`config.mk`:
```
export PLATFORM = sky130hd
export DESIGN_NAME = serial_adder
export DESIGN_NICKNAME = d
export VERILOG_FILES = /design/src/rtl/serial_adder.sv
export SDC_FILE = /design/constraint.sdc
export NUM_CORES = 1
export LEC_CHECK = 0
export CAP_MARGIN = 15
export CELL_PAD_IN_SITES_DETAIL_PLACEMENT = 2
export CELL_PAD_IN_SITES_GLOBAL_PLACEMENT = 2
export CORE_UTILIZATION = 39
export DETAILED_ROUTE_END_ITERATION = 12
export DONT_BUFFER_PORTS = 1
export GPL_TIMING_DRIVEN = 0
export MAX_ROUTING_LAYER = met4
export PLACE_DENSITY_LB_ADDON = 0.15
export RECOVER_POWER = 100
export SYNTH_ARGS = -nofsm -noshare
export SYNTH_HDL_FRONTEND = slang
export SYNTH_SLANG_ARGS = --single-unit
```
`constraint.sdc`:
```
create_clock -name clk -period 1.9 [get_ports clk]
set_input_delay 0.095 -clock clk [delete_from_list [all_inputs] [get_ports clk]]
set_output_delay 0.095 -clock clk [all_outputs]
set_load 0.01 [all_outputs]
```
`src/rtl/serial_adder.sv`:
```
// Bit-serial adder: one full-adder slice processes one operand bit per clock,
// LSB first, with the ripple carry held in a flip-flop between cycles.

module Full_adder (
  input  logic A,
  input  logic B,
  input  logic Cin,
  output logic Sum,
  output logic Carry
);
  assign Sum   = A ^ B ^ Cin;
  assign Carry = (A & B) | (Cin & (A ^ B));
endmodule

module serial_adder #(
  parameter int WIDTH = 8
) (
  input  logic             clk,
  input  logic             rst,
  input  logic             start,
  input  logic [WIDTH-1:0] A,
  input  logic [WIDTH-1:0] B,
  input  logic             Cin,
  output logic             busy,
  output logic             done,
  output logic [WIDTH-1:0] Sum,
  output logic             Cout
);

  localparam int unsigned CW = $clog2(WIDTH) + 1;

  typedef enum logic [1:0] {
    IDLE = 2'd0,
    RUN  = 2'd1,
    FIN  = 2'd2
  } state_t;

  state_t state, next_state;

  logic [WIDTH-1:0] sha, shb, shr;
  logic             carry;
  logic [CW-1:0]    cnt;
  logic             fa_sum, fa_carry;
  logic             last_bit;

  Full_adder u_fa (
    .A     (sha[0]),
    .B     (shb[0]),
    .Cin   (carry),
    .Sum   (fa_sum),
    .Carry (fa_carry)
  );

  assign last_bit = (cnt == CW'(WIDTH - 1));

  always_ff @(posedge clk or posedge rst) begin
    if (rst) state <= IDLE;
    else     state <= next_state;
  end

  always_comb begin
    next_state = state;
    case (state)
      IDLE:    if (start) next_state = RUN;
      RUN:     if (last_bit) next_state = FIN;
      FIN:     next_state = IDLE;
      default: next_state = IDLE;
    endcase
  end

  // Both handshake outputs decode the state register, so neither is combinational from start.
  assign busy = (state == RUN);
  assign done = (state == FIN);

  always_ff @(posedge clk or posedge rst) begin
    if (rst) begin
      sha   <= '0;
      shb   <= '0;
      shr   <= '0;
      carry <= 1'b0;
      cnt   <= '0;
      Sum   <= '0;
      Cout  <= 1'b0;
    end else begin
      case (state)
        IDLE: begin
          if (start) begin
            sha   <= A;
            shb   <= B;
            carry <= Cin;
            cnt   <= '0;
          end
        end
        RUN: begin
          sha   <= sha >> 1;
          shb   <= shb >> 1;
          shr   <= {fa_sum, shr[WIDTH-1:1]};
          carry <= fa_carry;
          cnt   <= cnt + CW'(1);
          // The final slice output is folded straight into Sum so it lands on the edge entering FIN.
          if (last_bit) begin
            Sum  <= {fa_sum, shr[WIDTH-1:1]};
            Cout <= fa_carry;
          end
        end
        default: ;
      endcase
    end
  end

endmodule

```
* After elaboration in Yosys (flattened, before gate mapping)
Cells that the tools add are included.
** Storage, ports and cells
- Word-level logic and storage cells :: 35
- Output and inout port bits :: 11
- Bits in registers :: 40
- Bits in writable memories :: 0
- Input bits :: 20
- Memories kept :: 0
- Bits in latches :: 0
- ROM bits :: 0
** Cells by class
- Bitwise logic cells :: 5
- Shifts and indexed selects :: 0
- Order comparisons :: 0
- Equal/unequal tests :: 5
- Divide/modulo/power cells :: 0
- Multiply operators :: 0
- Add/sub/neg operators :: 1
- Reduce and logical (&&, ||, !) cells :: 5
- Muxes and demuxes :: 11
** Operators by type and width (count)
- $pmux 8 s2 :: 2
- $mux 8 :: 2
- $pmux 4 s2 :: 1
- $reduce_and 2->1 :: 3
- $add 4x1->4 const B :: 1
- $eq 4x3->1 const B :: 1
- $mux 2 :: 2
- $mux 4 :: 1
- $pmux 2 s2 :: 1
- $and 1x1->1 :: 2
- $eq 2x1->1 const B :: 1
- $eq 2x2->1 const B :: 1
- $logic_not 2->1 :: 1
- $ne 2x1->1 const B :: 1
- $ne 2x2->1 const B :: 1
- $pmux 1 s2 :: 1
- $reduce_bool 2->1 :: 1
- $xor 1x1->1 :: 2
- $mux 1 :: 1
- $or 1x1->1 :: 1

* Longest topological paths before layout
- Word-level depth :: 4
- Depth in mapped cells :: 7
- Depth with buffers taken out :: 4

* Hierarchy
From an unflattened synthesis, not the netlist that was laid out.
** Second synthesis, totals
- Cell total of the unflattened synthesis :: 149
- Area, all modules :: 1600.3 µm²
** Modules (own cells, without submodules)
- serial_adder :: sequential area each 975.9 µm², instances 1, area each 1580.3 µm², cells each 148
- Full_adder :: sequential area each 0.0 µm², instances 1, area each 20.0 µm², cells each 1

* Worst setup path after synthesis
OpenSTA, ideal clock, no wires.
- Path type :: register -> register
- Start :: reg state[1]
- End :: reg Cout
- Setup slack :: 0.433 ns
- Data arrival time :: 1.342 ns
- Setup time :: 0.125 ns
- Required time :: 1.775 ns
- Period minus slack after synthesis :: 1.467 ns
- Stages on the path, launching flop included :: 5
- Buffers on the path :: 1
- Cells stage by stage :: dfrtp_1 buf_6 nand2b_4 nor3_4 mux2_2
** On the way
- Word-level cells in the longest chain between the ends :: 2
** Ends and longest elaborated chain
- from (decl) :: RTL line 38 : state_t state, next_state;
- from (signal assigned) :: RTL line 58 : else state <= next_state;
- $eq 2x1->1 :: RTL line 85 : case (state)
- $reduce_and 2->1 (no source line)
- to (signal assigned) :: RTL line 103 : Cout <= fa_carry;
- to (decl) :: RTL line 27 : output logic Cout
No other way between the ends.
A chain may end at the register's enable or synchronous reset.

* Worst setup path in the final report
- Start :: reg state[1]
- End :: out busy
** On the way
- Word-level cells in the longest chain between the ends :: 1
** Ends and longest elaborated chain
- $eq 2x1->1 :: RTL line 72 : assign busy = (state == RUN);
- to (decl) :: RTL line 24 : output logic busy,
No other way between the ends.

==> impl_metrics.csv <==
group,metric,value,unit
synth,syn_area_per_cell,10.7,um^2
synth,yosysSeqAreaShare,0.560,
worst_setup_path,timing.critical_path.buf_inv,4,
pwr,p_leak,0.918,nW
worst_setup_path,rr_worst_depth,5,
clocking,cts_root_buffer,"clkbuf_8",
die,start_util,0.420,
pwr,p_total,3.42,mW
die,core_area,4140,um^2
worst_setup_path,cpLargestDelayFamily,"buffers and inverters",
clocking,insertion_delay,290,ps
die,fp.dieW,68.8,um
sta,maxSlewViolCount,0,
worst_setup_path,critPathMaxStageDelay,390,ps
job,maxCapViolCount,0,
synth,synth.yosys.warnings,0,
pwr,p_sw_frac,0.364,
drt,wl_per_cell,19.4,um
clocking,cts-htree-levels,2,
sta,min_period,1770,ps
pwr,ir_drop,580,uV
drt,via_count,1276,
sta,max_slew_margin,0.459,
final_layout,layout-drive-gt1-share,0.154,
drt,antenna_left,0,
grt,antenna_found_initial,0,
sta,finalSetupViolations,0,
clocking,cts_buffers,5,
drt,drt_iter0_markers,41,
final_layout,final_common_cell,"dfrtp_1",
drt,drt_first_pass_iters,4,
sta,finalCritPeriodShare,0.931,
grt,grt_pass1_vias,1396,
worst_setup_path,crit_chain,"buf_6 > nand2b_4 > buf_4 > inv_1 > clkbuf_2",
clocking,tritoncts,"yes",
grt,grt_overflow,0,
final_layout,diodes,0,
final_layout,area_growth,13.7,%
sta,max_freq,566,MHz
synth,syn_area,1740,um^2
clocking,cts_sinks,39,
die,row_count,23,
sta,fin_skew,5.89,ps
final_layout,fin_nets,196,
pwr,power_frac_seq,0.429,
worst_setup_path,cp.arrival,1670,ps
worst_setup_path,critPathSlowestCell,"dfrtp_1",
sta,grt_setup_unrepaired,"no",
pwr,p_int,2.17,mW
pwr,p_per_area,1730,nW/um^2
synth,syn-instance-count,163,
grt,grt_pass1_wl,6850,um
worst_setup_path,rrSetupSlack,160,ps
drt,wirelength,4350,um
pwr,switchingPower,1.25,mW
sta,setup_tns,0,ps
grt,grtUsageTotal,0.214,
final_layout,layout_common_cells,"dfrtp_1, nand2_1, o21ai_0",
synth,synthesis.nets,185,
worst_hold_path,worstHoldPathCells,2,
drt,drc,0,
grt,grt_max_degree,40,
sta,worst_pin_slew,811,ps
synth,ys_ff_latch,39,
placement,dp_hpwl,2980,um
run_status,outcome,"completed",
worst_setup_path,cp.depth,5,
die,io_pins,31,
worst_setup_path,crit_required,1800,ps
synth,synth_cell_types,23,
clocking,max-clock-path-buffers,2,
placement,numPortBuffers,0,
pwr,pwr-share-clk,0.239,
clocking,cts.clk_slew.worst_paths,80,ps
die,die_area,4740,um^2
sta,hold_viol_final,0,
worst_setup_path,crit_type,"register to primary output",
worst_setup_path,critPathCaptureType,"primary output",
die,die_h,68.8,um
worst_setup_path,startpoint_type,"register",
pwr,combPwrFrac,0.332,
worst_hold_path,hold_path_class,"input pin to register",
worst_setup_path,crit_fanout,10,
drt,avgViaCountPerCell,5.67,
placement,place_congestion,0.701,
## cell families after synthesis
logic type,after synthesis,synth area share
buffers and inverters,12,0.0352
DFF,39,0.560
adders and majority gates,2,0.0187
muxes,10,0.0647
and+or+nand+nor,55,0.167
AOI/OAI and AO/OA,45,0.154
## power groups by stage
stage / Sequential [mW] / Combinational, mW / Clock, mW
CTS: 1.47 / 1.16 / 0.836
global route: 1.51 / 1.29 / 0.863
floorplan: 1.40 / 0.857 / 0
detailed placement: 1.49 / 1.13 / 0
finish: 1.47 / 1.13 / 0.818
global placement: 1.46 / 1.06 / 0
## timing repair
item,4_1_cts,5_1_grt
gates resized for setup,0,1
hold buffers,4,0
buffers inserted,0,0
endpoints found under the hold margin,42,0
endpoints found under the setup margin,0,1
## worst paths after layout
path,from,end
setup / recovery,state[1],busy
hold / removal,B[2],shb[2]
setup reg to reg,state[0],cnt[3]
hold reg to reg,shr[1],shr[1]
max in group asynchronous,rst,Sum[4]
min in group asynchronous,rst,Sum[0]
## synth_stat cells (all sizes together)
| library cell | count | area [um^2] |
|---|---|---|
| dfrtp | 39 | 976 |
| nand2 | 32 | 120 |
| o21ai | 16 | 80.1 |
| a21oi | 14 | 70.1 |
| mux2 | 10 | 113 |
| nor2b | 10 | 62.6 |
| a22oi | 9 | 67.6 |
| and3b | 6 | 52.6 |
| buf | 6 | 38.8 |
| a22o | 4 | 35.0 |
| clkbuf | 4 | 15.0 |
| inv | 2 | 7.51 |
| nand3 | 2 | 10.0 |
| nor2 | 2 | 7.51 |
| and2b | 1 | 7.51 |
| fa | 1 | 20.0 |
| ha | 1 | 12.5 |
| nand2b | 1 | 13.8 |
| nor3 | 1 | 16.3 |
| o21bai | 1 | 7.51 |
| o311ai | 1 | 8.76 |
## worst reg2reg max path: stages, from the launching register on
cell and delay (ps):
dfrtp_1 400, clkbuf_1 390, buf_2 310, buf_2 260
nand3_1 130, o311ai_0 130
## final cells by class
cell class / count / area [um^2]
well taps: 50 / 62.6
repair buffers: 4 / 40.0
flip-flops and latches: 39 / 976
clock inverters: 2 / 60.1
plain buffers: 10 / 53.8
clock buffers: 6 / 72.6
fillers: 453 / 2160
multi-input cells: 112 / 708
inverters: 2 / 7.51
## metal layers
layer / global-route usage / vias up / part of all wire
met5: - / - / 0
met4: 0.0612 / 0 / 0.012
met3: 0.0576 / 5 / 0.042
met2: 0.352 / 22 / 0.51
met1: 0.258 / 667 / 0.44
li1: - / 582 / -
## registers in the layout, indices dropped and copies added (netlist names)
signal and flops:
state 2, shr 7, sha 8, Cout 1
carry 1, cnt 4, shb 8, Sum 8
## per-stage QoR
stage	util	cell area [um^2]	worst slack [ps]	instances	hold slack (ps)
global placement	0.435	1800	237	213	230
floorplan	-	1740	433	163	228
global route	0.478	1980	16.6	225	35.3
detailed placement	0.435	1800	147	213	187
CTS	0.477	1980	98.7	225	9.49
finish	0.478	1980	132	225	13.6
(Power assumes the default switching activity.)
